**src/rtl/ones_comp_checksum.sv**
```systemverilog
// ones_comp_checksum
//   Accumulates the ones-complement sum of a framed word stream (one word per
//   cycle over a valid/ready handshake) and presents sum + checksum (~sum) on
//   a held result handshake once the last word of the frame is taken.
//
// Ports
//   clk, rst_n                      clock, async active-low reset
//   in_valid_i / in_ready_o         input word handshake
//   in_data_i [WIDTH]               word to accumulate
//   in_last_i                       final word of the frame
//   out_valid_o / out_ready_i       result handshake (held until consumed)
//   sum_o, checksum_o [WIDTH]       ones-complement sum and its complement
//   word_count_o [CNT_W]            words in the frame, saturating at MAX_WORDS
//   overflow_o                      frame held more than MAX_WORDS words

// Ones-complement adder with end-around carry. The carry fold cannot carry
// out again, and all-ones (negative zero) is passed through untouched.
module ones_comp_add #(
  parameter int WIDTH = 4
) (
  input  logic [WIDTH-1:0] a_i,
  input  logic [WIDTH-1:0] b_i,
  output logic [WIDTH-1:0] y_o
);
  logic [WIDTH:0] s;
  assign s   = {1'b0, a_i} + {1'b0, b_i};
  assign y_o = s[WIDTH-1:0] + {{(WIDTH-1){1'b0}}, s[WIDTH]};
endmodule

module ones_comp_checksum #(
  parameter  int WIDTH     = 4,
  parameter  int MAX_WORDS = 15,
  localparam int CNT_W     = $clog2(MAX_WORDS+1)
) (
  input  logic             clk,
  input  logic             rst_n,
  input  logic             in_valid_i,
  output logic             in_ready_o,
  input  logic [WIDTH-1:0] in_data_i,
  input  logic             in_last_i,
  output logic             out_valid_o,
  input  logic             out_ready_i,
  output logic [WIDTH-1:0] sum_o,
  output logic [WIDTH-1:0] checksum_o,
  output logic [CNT_W-1:0] word_count_o,
  output logic             overflow_o
);

  typedef enum logic [1:0] {
    IDLE  = 2'd0,
    ACCUM = 2'd1,
    DONE  = 2'd2
  } state_e;

  state_e           state_q, state_d;
  logic [WIDTH-1:0] acc_q, acc_d;
  logic [CNT_W-1:0] count_q, count_d;
  logic             ovf_q, ovf_d;

  logic             accept;
  logic [WIDTH-1:0] add_a;
  logic [WIDTH-1:0] add_y;

  assign accept = in_valid_i && in_ready_o;

  // A frame's first word is added to zero, so a stale accumulator from the
  // previous frame never leaks into the new one.
  assign add_a = (state_q == IDLE) ? '0 : acc_q;

  ones_comp_add #(.WIDTH(WIDTH)) u_add (
    .a_i (add_a),
    .b_i (in_data_i),
    .y_o (add_y)
  );

  // ---------------- state register ----------------
  always_ff @(posedge clk or negedge rst_n) begin
    if (!rst_n) begin
      state_q <= IDLE;
      acc_q   <= '0;
      count_q <= '0;
      ovf_q   <= 1'b0;
    end else begin
      state_q <= state_d;
      acc_q   <= acc_d;
      count_q <= count_d;
      ovf_q   <= ovf_d;
    end
  end

  // ---------------- next-state logic ----------------
  always_comb begin
    state_d = state_q;
    case (state_q)
      IDLE, ACCUM: if (accept) state_d = in_last_i ? DONE : ACCUM;
      DONE:        if (out_ready_i) state_d = IDLE;
      default:     state_d = IDLE;
    endcase
  end

  // Datapath next-state: accumulator, saturating word counter, overflow flag.
  always_comb begin
    acc_d   = acc_q;
    count_d = count_q;
    ovf_d   = ovf_q;
    if (accept) begin
      acc_d = add_y;
      if (state_q == IDLE) begin
        count_d = CNT_W'(1);
        ovf_d   = 1'b0;
      end else if (count_q == CNT_W'(MAX_WORDS)) begin
        // Counter saturates; the frame keeps accumulating, only flagged.
        ovf_d = 1'b1;
      end else begin
        count_d = count_q + 1'b1;
      end
    end
  end

  // ---------------- output logic ----------------
  // Result fields are driven straight from registers and forced to zero
  // outside DONE, so they are stable while held and zero out of reset.
  always_comb begin
    in_ready_o   = (state_q != DONE);
    out_valid_o  = (state_q == DONE);
    sum_o        = '0;
    checksum_o   = '0;
    word_count_o = '0;
    overflow_o   = 1'b0;
    if (state_q == DONE) begin
      sum_o        = acc_q;
      checksum_o   = ~acc_q;
      word_count_o = count_q;
      overflow_o   = ovf_q;
    end
  end

endmodule
```
**config.mk**
```make
export PLATFORM = sky130hd
export DESIGN_NAME = ones_comp_checksum
export DESIGN_NICKNAME = d
export VERILOG_FILES = /design/src/rtl/ones_comp_checksum.sv
export SDC_FILE = /design/constraint.sdc
export NUM_CORES = 1
export LEC_CHECK = 0
export BUFFER_PORTS_ARGS = -buffer_cell sky130_fd_sc_hd__buf_2
export CAP_MARGIN = 0
export CELL_PAD_IN_SITES_DETAIL_PLACEMENT = 1
export CELL_PAD_IN_SITES_GLOBAL_PLACEMENT = 1
export CORE_MARGIN = 10
export CORE_UTILIZATION = 36
export DETAILED_ROUTE_END_ITERATION = 7
export GPL_ROUTABILITY_DRIVEN = 0
export PLACE_DENSITY_LB_ADDON = 0.1
export RECOVER_POWER = 100
export SETUP_SLACK_MARGIN = 0.2
export SLEW_MARGIN = 20
export SYNTH_ARGS = -nofsm -noshare
export SYNTH_HDL_FRONTEND = slang
export SYNTH_SLANG_ARGS = --single-unit
```
**constraint.sdc**
```tcl
create_clock -name clk -period 3.57 [get_ports clk]
set_clock_uncertainty 0.05 [all_clocks]
set_input_delay 0.8925 -clock clk [delete_from_list [all_inputs] [get_ports clk]]
set_output_delay 0.8925 -clock clk [all_outputs]
set_load 0.02 [all_outputs]
```
==> flow_metrics.env, run 1 <==
export IMPL_ios=24
export IMPL_finalCriticalPeriod_ns=2.90
export IMPL_tightest_slew_ns=0.620
export IMPL_clkSinkCount=11
export IMPL_critPathTopFamily="simple AND/OR/NAND/NOR gates"
export IMPL_yosysSeqAreaShare_pct=34.4
export IMPL_setup_viol=0
export IMPL_antenna_left=0
export IMPL_syn_mean_instance_area_um2=8.79
export IMPL_routed_wirelength_um=2260
export IMPL_synth_nets=108
export IMPL_routedWlPerCell_um=15.9
export IMPL_fin_total_pwr_mw=0.535
export IMPL_rsz0062_at_grt="no"
export IMPL_fin_area_um2=945
export IMPL_min_period_over_period_pct=81.2
export IMPL_viasPerCell=5.00
export IMPL_fillers=282
export IMPL_final_max_slew_viol_count=0
export IMPL_fmax_mhz=345
export IMPL_die_x_um=67.1
export IMPL_cts_buffer_depth=2
export IMPL_status="finished clean"
export IMPL_gr_total_overflow=0
export IMPL_power_density_nw_per_um2=567
export IMPL_die_h_um=67.1
export IMPL_syn_inst=91
export IMPL_ir_drop_mv=0.310
export IMPL_max_slew_margin_pct=58.7
export IMPL_port_buffers=23
export IMPL_coreArea_um2=2170
export IMPL_cp_end_kind="output port"
export IMPL_die_area_um2=4510
export IMPL_hold_class="reg -> reg"
export IMPL_start_util_pct=36.9
export IMPL_area_growth_pct=18.2
export IMPL_grt_pass1_vias=754
export IMPL_p_leak_nw=0.461
export IMPL_critPathLaunchType="flop"
export IMPL_diodes=0
export IMPL_cts_tree="yes"
export IMPL_ys_ff_latch=11
export IMPL_first_pass_iters=3
export IMPL_ys_types=25
export IMPL_crit_type="reg -> out"
export IMPL_path_buf_inv=2
export IMPL_grt_max_degree=13
export IMPL_grt_use_met1_pct=12.9
export IMPL_met2_usage_pct=16.7
export IMPL_nets=132
export IMPL_place_area_um2=933
export IMPL_use_met3_pct=5.36
export IMPL_finalHoldViolCount=0
export IMPL_grt_util_all_layers_pct=10.6
export IMPL_clk_pin_slew_worst_paths_ns=0.07
export IMPL_grt_pass1_wl_um=3650
export IMPL_slowest_delay_ns=0.56
export IMPL_drt_iter0_drc=13
export IMPL_cts_made_buffers=3
export IMPL_cts_root_buf="clkbuf_4"
export IMPL_crit_required_ns=2.63
export IMPL_hold_buffers=0
export IMPL_grt_antenna_before_repair=0
export IMPL_htreeDepth=1
export IMPL_hpwl_um=1730
export IMPL_dr_total_vias=710
export IMPL_synth_warnings=0
export IMPL_fin_tns_setup_ns=0
export IMPL_grt_busiest_layer="met2"
export IMPL_drc=0
export IMPL_drive_above_1_share_pct=15.8
export IMPL_worstPathMaxFanout=11
export IMPL_rows=17
export IMPL_syn_area_um2=800
export IMPL_post_cts_setup_buffers=0
export IMPL_cap_viol_max_count=0
export IMPL_arrival_ns=1.96
export IMPL_ctsResizeCount=0
export IMPL_path_cells="nand2b_1 -> inv_1 -> and2_1 -> clkbuf_1"
export IMPL_clk_latency_ns=0.27
export IMPL_crit_slowest_cell="dfrtp_1"
routing by layer:
| layer | vias up | routed length, um |
|---|---|---|
| met4 | 0 | 9 |
| met1 | 332 | 1070 |
| met5 | - | 0 |
| met2 | 17 | 1010 |
| met3 | 2 | 158 |
| li1 | 359 | - |
worst register-to-register path: stages, from the launching register on:
cell and delay, ns:
dfrtp_1 0.56, nor2_1 0.16, nor2b_1 0.15, ha_1 0.17, inv_1 0.06, fa_1 0.40
nor2b_1 0.12, o21ai_0 0.08, nand2b_1 0.08, ha_1 0.16, nor3b_1 0.21, xnor3_1 0.24
mux2_2 0.26
layout by cell type (no fill, tap or decap), types with 2 or more instances in the layout:
master    count
clkbuf_1     13
buf_2        11
nor2_1        9
a21oi_1       6
ha_1          7
and2_0        5
and2_1        3
mux2_2        3
nand2_1       5
xor2_1        2
nor2b_1       4
dfrtp_1      11
nand2b_1      3
a41oi_1       2
nand3_1       4
inv_1         6
nor3_1        3
clkbuf_4      3
o21ai_0       6
worst paths after layout:
kind	cells after the start	slack, ns	end	startpoint
hold / removal	1	0.47	state_q[0]$_DFFE_PN0P_	state_q[1]$_DFFE_PN0P_
setup reg to reg	12	0.77	acc_q[3]$_DFFE_PN0P_	state_q[0]$_DFFE_PN0P_
setup / recovery	4	0.67	word_count_o[3]	state_q[0]$_DFFE_PN0P_
min in group asynchronous	1	0.55	count_q[3]$_DFFE_PN0P_	rst_n
max in group asynchronous	1	2.51	acc_q[1]$_DFFE_PN0P_	rst_n
hold reg to reg	1	0.47	state_q[0]$_DFFE_PN0P_	state_q[1]$_DFFE_PN0P_
synthesized netlist by cell type (all sizes together):
cell type / count / share of area [%]
xnor3: 1 / 2.8
a21oi: 7 / 4.9
nor2: 9 / 4.2
fa: 1 / 2.5
and2: 8 / 6.3
a22o: 1 / 1.1
nor3b: 1 / 0.94
clkbuf: 3 / 1.4
nand3: 4 / 2.5
nand4: 1 / 0.78
a41oi: 2 / 2.2
xor2: 2 / 2.2
o21ai: 6 / 3.8
o22ai: 1 / 0.78
inv: 6 / 2.8
nand2b: 3 / 2.3
dfrtp: 11 / 34
buf: 1 / 0.63
mux2: 3 / 4.2
nand2: 5 / 2.3
ha: 7 / 11
a21o: 1 / 0.94
nor2b: 4 / 3.1
nor3: 3 / 1.9
state kept, by name, summed over array words and instances, names as in the netlist:
name	cells
count_q	4
acc_q	4
state_q	2
ovf_q	1
area by class of cell:
type	count	area [um2]	share of cell area, %
Sequential cell	11	275	29.1
Timing Repair Buffer	23	100	10.6
Multi-Input combinational cell	70	485	51.4
Inverter	6	22.5	2.38
Clock buffer	4	26.3	2.78
Tap cell	28	35.0	3.71
per-stage QoR:
stage / cells / utilization [%] / hold WS (ns) / setup WS [ns]
2_1_floorplan: 91 / - / 0.421 / 0.874
3_3_place_gp: 138 / 43.0 / 0.464 / 0.717
3_5_place_dp: 138 / 43.0 / 0.464 / 0.628
4_1_cts: 142 / 44.2 / 0.434 / 0.690
5_1_grt: 142 / 43.5 / 0.517 / 0.507
6_report: 142 / 43.5 / 0.468 / 0.672
kinds of logic after synthesis:
family          count (synthesis)  synth area share [%]
compound gates                 18                  13.6
xor+xnor                        3                  5.01
fa+ha+maj                       8                  13.5
buf+inv                        10                  4.85
flops                          11                  34.4
mux                             3                  4.23
simple gates                   38                  24.4
report_power, final:
part / total [mW] / internal (mW) / switching [mW]
logic: 0.253 / 0.119 / 0.134
clock network: 0.0855 / 0.0432 / 0.0422
registers: 0.197 / 0.159 / 0.0384
Power figures use the tool's default switching activity.
==> inputs of run 2 (changes only) <==
==> constraint.sdc (replaced) <==
create_clock -name clk -period 2.85 [get_ports clk]
set_clock_uncertainty 0.05 [all_clocks]
set_input_delay 0.7125 -clock clk [delete_from_list [all_inputs] [get_ports clk]]
set_output_delay 0.7125 -clock clk [all_outputs]
set_load 0.02 [all_outputs]
==> run 2 against run 1 <==
Effect of this change:
- global-route usage down 0.064 points
- routed wire length grew 0.98%
- via count up 5.6%
- die area is the same
- register-to-register slack worse by 0.43 ns
- non-clock buffer count grew 6
- combinational power grew 37%
- cell count grew 4.2%
- worst hold slack lost 0.089 ns
- flip-flop and latch count stayed put
- sequential share of layout area fell by 1.5 points
- sequential power increased by 22%
==> flow_metrics.env, run 2 (synthesis gave the netlist of run 1 again) <==
export IMPL_tightest_slew_ns=0.652
export IMPL_hold_buffers=0
export IMPL_multi_input_area_um2=498
export IMPL_worstPathMaxFanout=4
export IMPL_ios=24
export IMPL_dr_total_vias=750
export IMPL_hpwl_um=1760
export IMPL_cp_end_kind="flop"
export IMPL_area_growth_pct=24.7
export IMPL_finalCriticalPeriod_ns=2.51
export IMPL_place_area_um2=956
export IMPL_die_area_um2=4510
export IMPL_critPathLaunchType="flop"
export IMPL_grt_pass1_wl_um=3650
export IMPL_grt_max_degree=13
export IMPL_fillers=290
export IMPL_nets=138
export IMPL_clkSinkCount=11
export IMPL_ir_drop_mv=0.424
export IMPL_hold_class="in -> async"
export IMPL_clk_latency_ns=0.27
export IMPL_drive_above_1_share_pct=20.0
export IMPL_cts_buffer_depth=2
export IMPL_fmax_mhz=398
export IMPL_rr_worst_depth=11
export IMPL_final_seq_area_um2=275
export IMPL_diodes=0
export IMPL_first_pass_iters=4
export IMPL_cts_root_buf="clkbuf_4"
export IMPL_grt_pass1_vias=762
export IMPL_rsz0062_at_grt="no"
export IMPL_die_h_um=67.1
export IMPL_top_regs="acc_q (4), count_q (4), state_q (2)"
export IMPL_routed_wirelength_um=2280
export IMPL_start_util_pct=36.9
export IMPL_final_max_slew_viol_count=0
export IMPL_viasPerCell=5.07
export IMPL_finalHoldViolCount=0
export IMPL_grt_util_all_layers_pct=10.5
export IMPL_coreArea_um2=2170
export IMPL_min_period_over_period_pct=88.1
export IMPL_setup_viol=0
export IMPL_drc=0
export IMPL_reg2reg_slack_ns=0.34
export IMPL_cts_made_buffers=3
export IMPL_mostFrequentLayoutCells="clkbuf_1 (17), dfrtp_1 (11), nor2_1 (8)"
export IMPL_arrival_ns=2.63
export IMPL_die_x_um=67.1
export IMPL_power_density_nw_per_um2=704
export IMPL_status="finished clean"
export IMPL_r2r_start="acc_q[0]$_DFFE_PN0P_"
export IMPL_rows=17
export IMPL_cap_viol_max_count=0
export IMPL_worst_r2r_endpoint="acc_q[3]$_DFFE_PN0P_"
export IMPL_dp_slack_ns=-0.0304
export IMPL_fin_area_um2=997
export IMPL_grt_antenna_before_repair=0
export IMPL_drt_iter0_drc=24
export IMPL_gr_total_overflow=0
export IMPL_p_leak_nw=0.481
export IMPL_max_slew_margin_pct=56.6
export IMPL_crit_type="reg -> reg"
export IMPL_cts_tree="yes"
export IMPL_crit_required_ns=2.97
export IMPL_routedWlPerCell_um=15.4
export IMPL_final_common_cell="clkbuf_1"
export IMPL_fin_ws_ns=0.339
export IMPL_antenna_left=0
export IMPL_htreeDepth=1
export IMPL_port_buffers=23
export IMPL_clk_pin_slew_worst_paths_ns=0.08
-- run 2: how the worst max path moves through the flow --
| stage | from | endpoint | slack (ns) | depth (start not counted) |
|---|---|---|---|---|
| finish | acc_q[0]$_DFFE_PN0P_ | acc_q[3]$_DFFE_PN0P_ | 0.34 | 11 |
| global route | state_q[1]$_DFFE_PN0P_ | acc_q[3]$_DFFE_PN0P_ | 0.11 | 12 |
| detailed placement | in_data_i[0] | acc_q[3]$_DFFE_PN0P_ | -0.03 | 11 |
| global placement | in_data_i[0] | acc_q[3]$_DFFE_PN0P_ | 0.18 | 11 |
| CTS | state_q[1]$_DFFE_PN0P_ | acc_q[3]$_DFFE_PN0P_ | 0.28 | 12 |
| floorplan | state_q[0]$_DFFE_PN0P_ | acc_q[3]$_DFFE_PN0P_ | 0.25 | 13 |
-- run 2: timing repair --
item / 4_1_cts / 5_1_grt
resized for setup: 1 / 9
pin swaps: 0 / 3
endpoints found under the setup margin: 1 / 1
setup buffers: 1 / 2
-- run 2: where the power goes --
| group | internal (mW) | switching [mW] | total (mW) |
|---|---|---|---|
| logic | 0.169 | 0.176 | 0.346 |
| clock network | 0.0543 | 0.0603 | 0.115 |
| registers | 0.199 | 0.0428 | 0.241 |
| total | 0.422 | 0.279 | 0.702 |
-- run 2: stage by stage --
| step | power (mW) | setup TNS, ns | hold slack, ns | cells | utilization, % |
|---|---|---|---|---|---|
| after global routing | 0.777 | 0 | 0.419 | 148 | 46.0 |
| after floorplan | 0.476 | 0 | 0.367 | 91 | - |
| after global placement | 0.566 | 0 | 0.468 | 141 | 44.1 |
| after detailed placement | 0.577 | -0.0304 | 0.472 | 141 | 44.1 |
| final | 0.702 | 0 | 0.379 | 148 | 46.0 |
| after CTS | 0.704 | 0 | 0.252 | 146 | 45.8 |
-- run 2: critical path, cell delays in order, from the launching register on --
cell      delay, ns
dfrtp_1        0.39
nor2b_2        0.16
ha_1           0.17
inv_1          0.07
fa_1           0.47
nor2b_2        0.12
o21ai_1        0.06
nand2b_1       0.07
ha_1           0.15
nor3b_2        0.20
xnor3_1        0.23
mux2_2         0.26
-- run 2: per-layer routing --
metal  vias up  GRT usage (%)  part of all wire [%]
met2        25           15.5                    44
met3         4           5.03                   8.3
met5         -              0                     0
met1       347           13.3                    46
met4         0           3.08                   2.0
li1        374              -                     -
-- run 2: final cells by class --
type                    instances  area share, %
multi-input cells              70           49.9
well taps                      28           3.51
flip-flops and latches         11           27.6
repair buffers                 29           14.1
inverters                       6           2.26
clock buffers                   4           2.63
